--- config.mk ---
export PLATFORM = sky130hd
export DESIGN_NAME = nn_argmax_reader_flat
export DESIGN_NICKNAME = d
export VERILOG_FILES = /design/src/rtl/nn_argmax_reader_if.sv /design/src/rtl/nn_argmax_reader.sv /design/src/flat_wrapper.sv
export SDC_FILE = /design/constraint.sdc
export NUM_CORES = 1
export LEC_CHECK = 0
export ABC_CLOCK_PERIOD_IN_PS = 7900
export CAP_MARGIN = 30
export CORE_UTILIZATION = 25
export CTS_CLUSTER_DIAMETER = 60
export DETAILED_ROUTE_END_ITERATION = 10
export RECOVER_POWER = 100
export SKIP_CTS_REPAIR_TIMING = 1
export SLEW_MARGIN = 0
export SYNTH_ARGS = -nofsm -noshare
export SYNTH_HDL_FRONTEND = slang
export SYNTH_SLANG_ARGS = --single-unit
--- constraint.sdc ---
create_clock -name clk -period 7.9 [get_ports clk]
set_input_delay 0.79 -clock clk [delete_from_list [all_inputs] [get_ports clk]]
set_output_delay 0.79 -clock clk [all_outputs]
set_load 0.005 [all_outputs]
--- src/rtl/nn_argmax_reader_if.sv ---
// Result-side bus of the argmax reader: neuron capture inputs plus the
// {class index, score} valid/ready result channel and status flags.
interface nn_argmax_reader_if #(
  parameter int unsigned NUM_CLASSES = 10,
  parameter int unsigned DATA_WIDTH  = 16,
  parameter int unsigned IDX_WIDTH   = 4
);
  logic [NUM_CLASSES*DATA_WIDTH-1:0] layer_out;
  logic [NUM_CLASSES-1:0]            layer_valid;
  logic [IDX_WIDTH-1:0]              class_idx;
  logic [DATA_WIDTH-1:0]             class_val;
  logic                              result_valid;
  logic                              result_ready;
  logic                              busy;
  logic                              overrun;

  modport master (
    output layer_out, layer_valid, result_ready,
    input  class_idx, class_val, result_valid, busy, overrun
  );

  modport slave (
    input  layer_out, layer_valid, result_ready,
    output class_idx, class_val, result_valid, busy, overrun
  );
endinterface

--- src/rtl/nn_argmax_reader.sv ---
// Captures per-neuron output words, scans them one per cycle for the signed
// maximum, and presents {class index, score} on a valid/ready handshake.
module nn_argmax_reader #(
  parameter int unsigned NUM_CLASSES = 10,
  parameter int unsigned DATA_WIDTH  = 16,
  parameter int unsigned IDX_WIDTH   = 4
) (
  input logic               clk,
  input logic               rst,
  nn_argmax_reader_if.slave bus
);

  localparam logic [IDX_WIDTH-1:0] LastIdx = IDX_WIDTH'(NUM_CLASSES - 1);

  typedef enum logic [1:0] {StCollect, StScan, StHold} state_e;

  state_e                  r_state;
  logic [DATA_WIDTH-1:0]   r_slot [NUM_CLASSES];
  logic [NUM_CLASSES-1:0]  r_flag;
  logic [IDX_WIDTH-1:0]    r_idx;
  logic [IDX_WIDTH-1:0]    r_best_idx;
  logic [DATA_WIDTH-1:0]   r_best_val;
  logic [IDX_WIDTH-1:0]    r_class_idx;
  logic [DATA_WIDTH-1:0]   r_class_val;
  logic                    r_result_valid;
  logic                    r_overrun;

  logic [DATA_WIDTH-1:0]   w_cand_val;
  logic [DATA_WIDTH-1:0]   w_next_val;
  logic [IDX_WIDTH-1:0]    w_next_idx;
  logic                    w_take;

  // Strict greater-than keeps the lowest index on ties; idx 0 always seeds the best.
  always_comb begin
    w_cand_val = r_slot[r_idx];
    w_take     = (r_idx == '0) || ($signed(w_cand_val) > $signed(r_best_val));
    w_next_val = w_take ? w_cand_val : r_best_val;
    w_next_idx = w_take ? r_idx : r_best_idx;
  end

  always_ff @(posedge clk or posedge rst) begin
    if (rst) begin
      r_state        <= StCollect;
      r_flag         <= '0;
      r_idx          <= '0;
      r_best_idx     <= '0;
      r_best_val     <= '0;
      r_class_idx    <= '0;
      r_class_val    <= '0;
      r_result_valid <= 1'b0;
      r_overrun      <= 1'b0;
      for (int k = 0; k < NUM_CLASSES; k++) begin
        r_slot[k] <= '0;
      end
    end else begin
      r_overrun <= 1'b0;
      unique case (r_state)
        StCollect: begin
          for (int k = 0; k < NUM_CLASSES; k++) begin
            if (bus.layer_valid[k]) begin
              r_slot[k] <= bus.layer_out[k*DATA_WIDTH +: DATA_WIDTH];
              r_flag[k] <= 1'b1;
            end
          end
          if (&(r_flag | bus.layer_valid)) begin
            r_state <= StScan;
            r_idx   <= '0;
          end
        end
        StScan: begin
          r_overrun  <= |bus.layer_valid;
          r_best_val <= w_next_val;
          r_best_idx <= w_next_idx;
          if (r_idx == LastIdx) begin
            r_class_val    <= w_next_val;
            r_class_idx    <= w_next_idx;
            r_result_valid <= 1'b1;
            r_state        <= StHold;
          end else begin
            r_idx <= r_idx + 1'b1;
          end
        end
        StHold: begin
          r_overrun <= |bus.layer_valid;
          if (bus.result_ready) begin
            r_result_valid <= 1'b0;
            r_flag         <= '0;
            r_state        <= StCollect;
          end
        end
        default: r_state <= StCollect;
      endcase
    end
  end

  assign bus.class_idx    = r_class_idx;
  assign bus.class_val    = r_class_val;
  assign bus.result_valid = r_result_valid;
  assign bus.overrun      = r_overrun;
  assign bus.busy         = (r_state != StCollect);

endmodule

--- src/flat_wrapper.sv ---
// flat-port wrapper written by rule: the top's interface ports become plain ports
module nn_argmax_reader_flat 
#(
  parameter int unsigned NUM_CLASSES = 10,
  parameter int unsigned DATA_WIDTH  = 16,
  parameter int unsigned IDX_WIDTH   = 4
)
  (clk, rst, bus_layer_out, bus_layer_valid, bus_result_ready, bus_class_idx, bus_class_val, bus_result_valid, bus_busy, bus_overrun);
  nn_argmax_reader_if #(.NUM_CLASSES(NUM_CLASSES), .DATA_WIDTH(DATA_WIDTH), .IDX_WIDTH(IDX_WIDTH)) bus_i ();
  input logic clk;
  input logic rst;
  input wire logic [$bits(bus_i.layer_out)-1:0] bus_layer_out;
  input wire logic [$bits(bus_i.layer_valid)-1:0] bus_layer_valid;
  input wire logic [$bits(bus_i.result_ready)-1:0] bus_result_ready;
  output wire logic [$bits(bus_i.class_idx)-1:0] bus_class_idx;
  output wire logic [$bits(bus_i.class_val)-1:0] bus_class_val;
  output wire logic [$bits(bus_i.result_valid)-1:0] bus_result_valid;
  output wire logic [$bits(bus_i.busy)-1:0] bus_busy;
  output wire logic [$bits(bus_i.overrun)-1:0] bus_overrun;
  assign bus_i.layer_out = bus_layer_out;
  assign bus_i.layer_valid = bus_layer_valid;
  assign bus_i.result_ready = bus_result_ready;
  assign bus_class_idx = bus_i.class_idx;
  assign bus_class_val = bus_i.class_val;
  assign bus_result_valid = bus_i.result_valid;
  assign bus_busy = bus_i.busy;
  assign bus_overrun = bus_i.overrun;
  nn_argmax_reader #(.NUM_CLASSES(NUM_CLASSES), .DATA_WIDTH(DATA_WIDTH), .IDX_WIDTH(IDX_WIDTH)) u_core (.clk(clk), .rst(rst), .bus(bus_i));
endmodule
Word-level counts from Yosys, hierarchy flattened --
Index checks and enable logic that the tools add are counted.
Cells by class: $add $sub $neg 1, $lt $le $gt $ge 2, equal/unequal tests 17, muxes and demuxes 28, bitwise operators 2, reductions and logical operators 34
Operators with widths (count):
- binary-select mux 16 bit (select 4 bit) | 1
- 2-to-1 mux 16 bit | 3
- AND reduction 3 bit | 13
- inequality test 2 bit (second input constant) | 12
- AND reduction 2 bit | 11
- case mux 10 bit (2 select lines) | 1
- > comparator 16 bit | 1
- 2-to-1 mux 1 bit | 13
- 2-to-1 mux 4 bit | 3
- 2-to-1 mux 10 bit | 1
- bitwise OR 10 bit | 1
- AND reduction 10 bit | 1
- OR reduction 10 bit | 1
- case mux 4 bit (2 select lines) | 1
- nonzero test 2 bit | 4
- 2-to-1 mux 2 bit | 3
- case mux 2 bit (3 select lines) | 1
- greater-or-equal comparator 5 bit (second input constant) | 1
- inverter 4 -> 5 bit | 1
- adder 4 x 1 -> 4 bit (second input constant) | 1
- equality test 4 bit (second input constant) | 1
- zero test 4 bit | 1
- inequality test 2 x 1 -> 1 bit (second input constant) | 2
- equality test 2 x 1 -> 1 bit (second input constant) | 1
- other kinds (5) | 5
Word-level totals: register bits 218, bits of input ports 173, output and inout bits 23, logic and storage cells 112

Depth between registers and ports, before layout --
Gate-level depths: netlist (run 1).
depth in word-level cells 7, mapped depth 17, depth with buffers taken out 12

Worst setup path before layout (run 1) --
OpenSTA, ideal clock, no wires.
kind register to register, start register u_core.r_idx[0], end register u_core.r_best_idx[0], setup time 0.125 ns, arrival time 3.164 ns, data required time 7.775 ns, setup slack 4.611 ns, cell stages (with the launch flop) 14, path buffers 3, period minus slack after synthesis 3.289 ns, path through dfrtp_1 buf_4 buf_4 mux4_2 a21oi_1 a21oi_1 ha_1 nand4_2 o21ai_0 o31ai_1 a31oi_2 o21ai_2 buf_6 mux2_4
On the way: word-level cells in the longest chain between the ends 7, elaborated cells on any way between the ends 8, classes of those cells order compare: 1; mux: 4; bitwise: 1; reduce/logical: 2
RTL lines:
- from (decl) | RTL line nn_argmax_reader.sv:20 | logic [IDX_WIDTH-1:0] r_idx;
- from (signal assigned) | RTL line nn_argmax_reader.sv:80 | r_idx <= r_idx + 1'b1;
- inverter 4 -> 5 bit (implied by the code) | RTL line nn_argmax_reader.sv:35 | w_cand_val = r_slot[r_idx];
- binary-select mux 16 bit (select 4 bit) | RTL line nn_argmax_reader.sv:35
- 2-to-1 mux 16 bit (implied by the code) (2 in series) | RTL line nn_argmax_reader.sv:35
- > comparator 16 bit | RTL line nn_argmax_reader.sv:36 | w_take = (r_idx == '0) || ($signed(w_cand_val) > $signed(r_best_val));
- logical OR 1 bit | RTL line nn_argmax_reader.sv:36
- 2-to-1 mux 4 bit * | RTL line nn_argmax_reader.sv:38 | w_next_idx = w_take ? r_idx : r_best_idx;
- to (signal assigned) | RTL line nn_argmax_reader.sv:73 | r_best_idx <= w_next_idx;
- to (decl) | RTL line nn_argmax_reader.sv:21 | logic [IDX_WIDTH-1:0] r_best_idx;
Every way passes the cells marked *; elsewhere a longest branch is shown, timed or not. The select of a mux whose other input is x is not followed. A chain may end at the register's enable or synchronous reset.

Worst setup path after layout (run 1) --
start register u_core.r_idx[2], end register u_core.r_best_val[5]
On the way: word-level cells in the longest chain between the ends 7, elaborated cells on any way between the ends 8, classes of those cells order compare: 1; mux: 4; bitwise: 1; reduce/logical: 2
RTL lines:
- inverter 4 -> 5 bit (implied by the code) | RTL line nn_argmax_reader.sv:35
- binary-select mux 16 bit (select 4 bit) | RTL line nn_argmax_reader.sv:35
- 2-to-1 mux 16 bit (implied by the code) (2 in series) | RTL line nn_argmax_reader.sv:35
- > comparator 16 bit | RTL line nn_argmax_reader.sv:36
- logical OR 1 bit | RTL line nn_argmax_reader.sv:36
- 2-to-1 mux 16 bit * | RTL line nn_argmax_reader.sv:37 | w_next_val = w_take ? w_cand_val : r_best_val;
- to (signal assigned) | RTL line nn_argmax_reader.sv:72 | r_best_val <= w_next_val;
- to (decl) | RTL line nn_argmax_reader.sv:22 | logic [DATA_WIDTH-1:0] r_best_val;
Marked as above.

==> Implementation_results.wiki, run 1 <==
{| class="wikitable"
! Metric !! Value
|-
| Outcome || finished with violations
|-
| Violations in the final reports || design-rule violations, max-capacitance violations, max-slew violations
|-
| Startpoint of the lowest-slack hold path || u_core.bus.class_val[2]$_DFFE_PP0P_
|-
| Unrepaired setup endpoints after global routing || false
|-
| Simple-gate share of the synthesized area || under 10%
|-
| Leakage power figure || approximately 5.7 nW
|-
| Most frequently used flop master after synthesis || dfrtp_1
|-
| Vias post-DR || between 7,000 and 8,000
|-
| Area growth from synthesis to final layout || 30.68%
|-
| Total number of H-tree levels || 1
|-
| First-pass GRT wire length || ~46 mm
|-
| Final estimated routing congestion in global placement || 0.7924
|-
| Time the final worst path needs with I/O delays and setup || around 5.6 ns
|-
| Full die area || 0.04272 mm²
|-
| Post-Syn Area per Cell || ~13 µm²
|-
| Clock network latency to the later pin of the worst-skew pair || slightly above 0.5 ns
|-
| Synth Area in Adders || between 2 and 3%
|-
| Leading cell type in the layout, fill and taps excluded || dfrtp_1
|-
| Fraction of final layout cells sized beyond drive strength 1 || between 20% and 30%
|-
| EDFF count, synth || 0
|-
| CORE AREA || roughly 0.041 mm²
|-
| Xor/xnor cell area share of the yosys netlist || 0%
|-
| Hold Path Cell Cnt || 2
|-
| Sum of buffers and inverters on the critical path || 2
|-
| Achievable frequency || between 150 and 200 MHz
|-
| Busiest metal layer after global routing || met2
|-
| Synthesized cell area || ~0.010 mm²
|-
| CP Depth || 11
|-
| Compound-gate portion of the synthesized area || under 10%
|-
| Reg-to-reg slack, setup || roughly 2.3 ns
|-
| Worst r2r dst || u_core.r_best_val[5]$_DFFE_PP0P_
|-
| Count of different cell masters after synthesis || 37
|-
| Clock Pin Slew Worst Setup and Hold Paths || 0.06 ns
|-
| Critical R2R Launch || u_core.r_idx[2]$_DFFE_PP0P_
|-
| Count of state elements after synthesis || about 220
|-
| Final worst setup slack || 2.257 ns
|-
| Number of port buffers || approximately 200
|-
| Max Clock Skew || around 0.022 ns
|-
| Worst setup path class || register to register
|-
| Gr usage total || 14.17%
|-
| Number of endpoints failing setup at the final stage || 0
|-
| Post-detailed-placement half-perimeter wirelength || 22.67 mm
|-
| Worst-margin pin slew || 4.596 ns
|-
| Average wire per standard cell || ~20 µm
|-
| Worst Path Max Fanout || 34
|-
| Area of the multi-input gates || between 0.004 and 0.005 mm²
|-
| Startpoint class of the critical path || register
|-
| Accumulated negative setup slack || 0 ns
|-
| Share of cell area taken by muxes after synthesis || between 20 and 30%
|-
| Final Cycle Share || ~70%
|-
| Die Ht || a little over 200 µm
|-
| Cell with the largest stage delay on the worst path || a31oi_1
|-
| Startpoint of the worst setup timing path || u_core.r_idx[2]$_DFFE_PP0P_
|-
| Std-Cell Rows || 74
|-
| Initial core utilization || around 25%
|-
| Commonest cells after routing, fill and taps aside || dfrtp_1, clkdlybuf4s50_1, mux2_2
|-
| Initial antenna violation count || 0
|-
| Hold/Removal Path Class || register to register
|-
| Crit path capture type || register
|-
| First-pass iteration count of the detailed router || 7
|-
| Num Clock Sinks || 218
|-
| Worst stage delay on the critical path || ~1.3 ns
|-
| Fraction of the yosys area taken by sequential cells || between 50% and 60%
|-
| Critical path cell sequence || clkinv_1 -> a21oi_1 -> a21oi_1 -> ha_1 -> nand4_1 -> nor4_1 -> o21ai_0 -> a31oi_1 -> o21ai_0 -> buf_4 -> mux2_1
|-
| Headroom to the max-slew limit || -208.1%
|-
| Final count of pins violating max slew || 191
|-
| Worst-case vdd ir drop || 0.2548 mV
|-
| Data arrival at the endpoint of the critical path || 6.02 ns
|-
| Worst min-delay path endpoint || u_core.bus.class_val[2]$_DFFE_PP0P_
|-
| Cell depth of the worst flop-to-flop path || 11
|-
| Via count of the first global-routing pass || roughly 7,500
|-
| Total wire length || 30.13 mm
|-
| Number of max-cap violations || 3
|-
| Share of synthesized registers carrying an async set or reset || between 90% and 100%
|-
| Number of antenna cells inserted || 0
|-
| Pre-CTS worst setup slack || about 3.2 ns
|-
| Cell area power density || roughly 440 mW/mm²
|-
| Via count normalized by instance count || between 4 and 5
|-
| 1st-iter DRT viols || around 310
|-
| CP delay by family, top || compound AO/OA/AOI/OAI gates
|-
| Final Hold Viols || 0
|-
| I/O pin count || around 200
|-
| Met1 usage in global routing || around a fifth
|-
| Net count of the finished layout || 1,184
|-
| Combinational family with the most area after synthesis || multiplexers
|-
| GR Layer Usage met3 || 1.758%
|-
| Maximum number of pins on one net before global-route repair || between 100 and 150
|-
| Sequential standard cell area || around 0.0055 mm²
|-
| Remaining global-route overflow || 0
|-
| Clock tree from TritonCTS || built
|-
| # fillers || just over 4,000
|-
| Count of nets left with antenna violations after detail routing || 0
|-
| Die X-Extent || slightly above 200 µm
|-
| Synthesized Nets || ~1,000
|-
| Met2 usage || roughly 23%
|-
| Total CTS buffers || 24
|-
| Cells after Synth || between 800 and 900
|-
| Critical path data required time || between 8 and 9 ns
|-
| Deepest clock path buffer count || 3
|-
| Remaining DRCs || 8
|-
| Yosys warning total || 0
|-
| Cell at the root of the clock tree || clkbuf_16
|}
## registers in the layout (all words and copies together) (netlist names), 2 cells and up
| register | cells |
|---|---|
| u_core.bus.class_idx | 4 |
| u_core.bus.class_val | 16 |
| u_core.r_best_idx | 4 |
| u_core.r_best_val | 16 |
| u_core.r_flag | 10 |
| u_core.r_idx | 4 |
| u_core.r_slot | 160 |
| u_core.r_state | 2 |
## where the power goes
part / internal (W) / total, W / switching, W
Clock: 0.000760 / 0.00122 / 0.000456
Sequential: 0.00168 / 0.00203 / 0.000349
Combinational: 0.00135 / 0.00279 / 0.00144
Total: 0.00379 / 0.00603 / 0.00224
## area by class of cell
| class | instances | area share (%) |
|---|---|---|
| Clock inverter | 11 | 1.390 |
| Multi-Input combinational cell | 514 | 33.39 |
| Clock buffer | 31 | 4.882 |
| Timing Repair Buffer | 202 | 14.77 |
| Inverter | 29 | 0.8045 |
| Sequential cell | 218 | 39.89 |
| Tap cell | 532 | 4.863 |
## worst max-delay path by stage
stage	slack, ns	endpoint
finish	2.26	u_core.r_best_val[5]$_DFFE_PP0P_
global route	1.67	u_core.r_slot[3]$_DFFE_PP0P_
CTS	3.18	u_core.r_best_val[5]$_DFFE_PP0P_
detailed placement	3.23	u_core.r_best_val[5]$_DFFE_PP0P_
global placement	3.21	u_core.r_best_idx[0]$_DFFE_PP0P_
floorplan	1.15	u_core.bus.class_idx[0]$_DFFE_PP0P_
## cell families after synthesis
logic type,Yosys count
AO/OA/AOI/OAI,153
buffers and inverters,75
flip-flops,218
adder cells (fa/ha/maj),22
AND/OR/NAND/NOR,100
multiplexers,239
## per-layer routing
metal | routed length (µm) | share of wire [%]
met3 | 1602 | 5.3
met2 | 13890 | 46
met5 | 0 | 0
met4 | 343 | 1.1
met1 | 14290 | 47
## synth_stat cells, types with 2 or more instances
library cell	count	area [µm²]
o31ai_1	18	135.1
o21ai_1	12	60.06
nor4_1	2	12.51
a21oi_1	77	385.4
nand4_1	3	18.77
nor2_1	27	101.4
clkbuf_1	29	108.9
nor3_1	5	25.02
dfrtp_1	218	5455
buf_6	8	90.09
mux2i_1	27	270.3
mux2_2	160	1802
a31oi_1	7	43.79
nand3_1	5	25.02
o21ai_0	26	130.1
o22ai_1	5	31.28
nand2_1	51	191.4
mux4_2	32	720.7
nand2b_1	2	12.51
buf_4	4	30.03
a21o_1	3	22.52
inv_1	27	101.4
buf_2	5	25.02
ha_1	22	275.3
mux2_4	20	300.3
## stage by stage
stage	power, W	std cells	util [%]	hold slack (ns)	cell area [µm²]
2_1_floorplan	0.004264	807	-	0.4715	10470
3_3_place_gp	0.004976	1494	31.38	0.4689	12900
3_5_place_dp	0.005066	1495	31.45	0.4844	12930
4_1_cts	0.006302	1537	33.53	0.4982	13790
5_1_grt	0.006466	1537	33.29	0.5103	13690
6_report	0.006033	1537	33.29	0.4850	13690
## worst min-delay path: stages, from the launching register on
cell and delay [ns]:
dfrtp_1 0.34, nand2_1 0.05, o21ai_0 0.06
(Power assumes the default switching activity.)
==> run 2: changes to the inputs <==
ABC_CLOCK_PERIOD_IN_PS = 5100   (was 7900)
clock period = 5.1 ns   (was 7.9 ns; I/O delays follow)
==> run 2 against run 1 <==
  * The run still ends with design-rule violations, max-capacitance violations, max-slew violations left
  * Largest cell class unchanged
  * First-iteration DRC count is 10% higher
  * Flip-flop and latch count unchanged
  * Cell count grew 1.0%
  * Power up 59%
==> Implementation_results.wiki, run 2 (synthesis results as in run 1) <==
{| class="wikitable"
! Metric !! Value
|-
| First-pass iteration count of the detailed router || 7
|-
| I/O pin count || about 200
|-
| Met1 usage in global routing || 19.71%
|-
| Num Clock Sinks || around 220
|-
| CORE AREA || 0.04111 mm²
|-
| Remaining DRCs || 14
|-
| Startpoint of the lowest-slack hold path || u_core.bus.class_val[14]$_DFFE_PP0P_
|-
| Critical R2R Launch || u_core.r_idx[1]$_DFFE_PP0P_
|-
| Initial antenna violation count || 10
|-
| Worst-margin pin slew || between 2 and 2.5 ns
|-
| Headroom to the max-slew limit || -55.81%
|-
| Data arrival at the endpoint of the critical path || between 4 and 5 ns
|-
| Full die area || between 0.04 and 0.05 mm²
|-
| Gr usage total || around 14%
|-
| Hold Path Cell Cnt || 2
|-
| 1st-iter DRT viols || 339
|-
| Net count of the finished layout || 1,194
|-
| Fraction of final layout cells sized beyond drive strength 1 || 25.32%
|-
| Accumulated negative setup slack || 0 ns
|-
| Cell depth of the worst flop-to-flop path || 13
|-
| Clock Pin Slew Worst Setup and Hold Paths || ~0.060 ns
|-
| Via count of the first global-routing pass || 7,706
|-
| Worst-case vdd ir drop || ~0.45 mV
|-
| Crit path capture type || register
|-
| Clock tree from TritonCTS || built
|-
| Critical path data required time || ~5.5 ns
|-
| Violations in the final reports || design-rule violations, max-capacitance violations, max-slew violations
|-
| Initial core utilization || between 20% and 30%
|-
| GR Layer Usage met3 || between 4 and 5%
|-
| Number of port buffers || roughly 200
|-
| Placed instance area || 0.01300 mm²
|-
| Area growth from synthesis to final layout || 32.25%
|-
| Maximum number of pins on one net before global-route repair || 94
|-
| Remaining global-route overflow || 0
|-
| Hold Slack || between 0.4 and 0.5 ns
|-
| Reg-to-reg slack, setup || a little under 0.8 ns
|-
| Average wire per standard cell || roughly 20 µm
|-
| Leakage power figure || 5.797 nW
|-
| Achievable frequency || between 200 and 250 MHz
|-
| Unrepaired setup endpoints after global routing || false
|-
| Startpoint class of the critical path || register
|-
| Max Clock Skew || ~0.017 ns
|-
| Leading cell type in the layout, fill and taps excluded || dfrtp_1
|-
| Clock network latency to the later pin of the worst-skew pair || 0.53 ns
|-
| Total number of H-tree levels || 1
|-
| Met2 usage || a little under a quarter
|-
| Vias post-DR || around 7,000
|-
| # fillers || roughly 4,200
|-
| Worst r2r dst || u_core.r_best_val[10]$_DFFE_PP0P_
|-
| Final Cycle Share || ~85%
|-
| First-pass GRT wire length || about 47 mm
|-
| Via count normalized by instance count || about 4.6
|-
| Number of endpoints failing setup at the final stage || 0
|-
| Count of nets left with antenna violations after detail routing || 0
|-
| Std-Cell Rows || 74
|-
| Deepest clock path buffer count || 3
|-
| Final Hold Viols || 0
|-
| Time the final worst path needs with I/O delays and setup || about 4.3 ns
|-
| Cell area power density || about 700 mW/mm²
|-
| Outcome || finished with violations
|-
| Busiest metal layer after global routing || met2
|-
| Hold/Removal Path Class || register to register
|-
| Cell at the root of the clock tree || clkbuf_16
|-
| Worst setup path class || register to register
|-
| Commonest cells after routing, fill and taps aside || dfrtp_1, clkdlybuf4s50_1, mux2_2
|-
| Max reg flops || between 150 and 200
|-
| Total CTS buffers || 27
|-
| Final count of pins violating max slew || 40
|-
| Number of max-cap violations || 1
|-
| Post-detailed-placement half-perimeter wirelength || roughly 23 mm
|-
| Final estimated routing congestion in global placement || roughly 0.84
|-
| Die Ht || 206.7 µm
|-
| Final Instance Area || ~0.014 mm²
|-
| Worst min-delay path endpoint || u_core.bus.class_val[14]$_DFFE_PP0P_
|-
| Largest Register || u_core.r_slot
|-
| Worst Path Max Fanout || 29
|-
| Die X-Extent || around 210 µm
|-
| Total wire length || between 30 and 40 mm
|}
[run 2: cell count changes in the layout (fill, tap and decap cells not counted), sizes merged]
cell,before,now
clkbuf,32,38
buf,6,10
clkinv,5,9
bufinv,5,3
diode,0,2
inv,28,30
[run 2: worst max path at each step]
stage | end | cells past startpoint | start
after floorplan | u_core.bus.class_idx[0]$_DFFE_PP0P_ | 1 | rst
after global placement | u_core.r_best_val[4]$_DFFE_PP0P_ | 15 | u_core.r_idx[0]$_DFFE_PP0P_
after detailed placement | u_core.r_best_val[6]$_DFFE_PP0P_ | 15 | u_core.r_idx[0]$_DFFE_PP0P_
after CTS | u_core.r_best_val[6]$_DFFE_PP0P_ | 15 | u_core.r_idx[0]$_DFFE_PP0P_
after global routing | u_core.r_best_val[10]$_DFFE_PP0P_ | 13 | u_core.r_idx[1]$_DFFE_PP0P_
final | u_core.r_best_val[10]$_DFFE_PP0P_ | 13 | u_core.r_idx[1]$_DFFE_PP0P_
[run 2: routing by layer]
metal	vias to the layer above	wire, µm
met3	46	2411
met4	16	422
li1	3326	-
met1	3596	13470
met2	185	14060
met5	-	106
[run 2: layout make-up]
type / instances / area, µm² / area share [%]
sequential: 218 / 5459 / 39.41
multi-input combinational: 514 / 4594 / 33.17
timing repair buffer: 209 / 2101 / 15.17
clock buffer: 34 / 721.9 / 5.212
tap: 532 / 665.6 / 4.805
clock inverter: 15 / 192.7 / 1.391
inverter: 29 / 112.6 / 0.8129
antenna: 2 / 5.005 / 0.03613
[run 2: stage by stage]
step / total power [W] / utilization, % / worst slack, ns / cells
final: 0.009571 / 33.70 / 0.7814 / 1553
after global routing: 0.01026 / 33.68 / 0.4850 / 1551
after CTS: 0.009933 / 33.84 / 1.024 / 1549
after detailed placement: 0.007942 / 31.62 / 1.035 / 1500
after global placement: 0.007829 / 31.58 / 1.096 / 1499
after floorplan: 0.006605 / - / 1.750 / 807
[run 2: critical path, stage by stage, from the launching register on]
cell	delay [ns]
dfrtp_1	0.61
buf_4	0.50
mux4_2	0.34
a21oi_1	0.07
a21oi_1	0.34
ha_1	0.32
nand4_1	0.20
o21ai_0	0.14
o31ai_1	0.40
a31oi_2	0.13
buf_4	0.22
o21ai_2	0.15
clkbuf_1	0.38
mux2_1	0.37
[run 2: report_power, final]
group          switching (W)  internal (W)
clock network       0.000774       0.00117
logic                0.00228       0.00218
registers           0.000567       0.00260
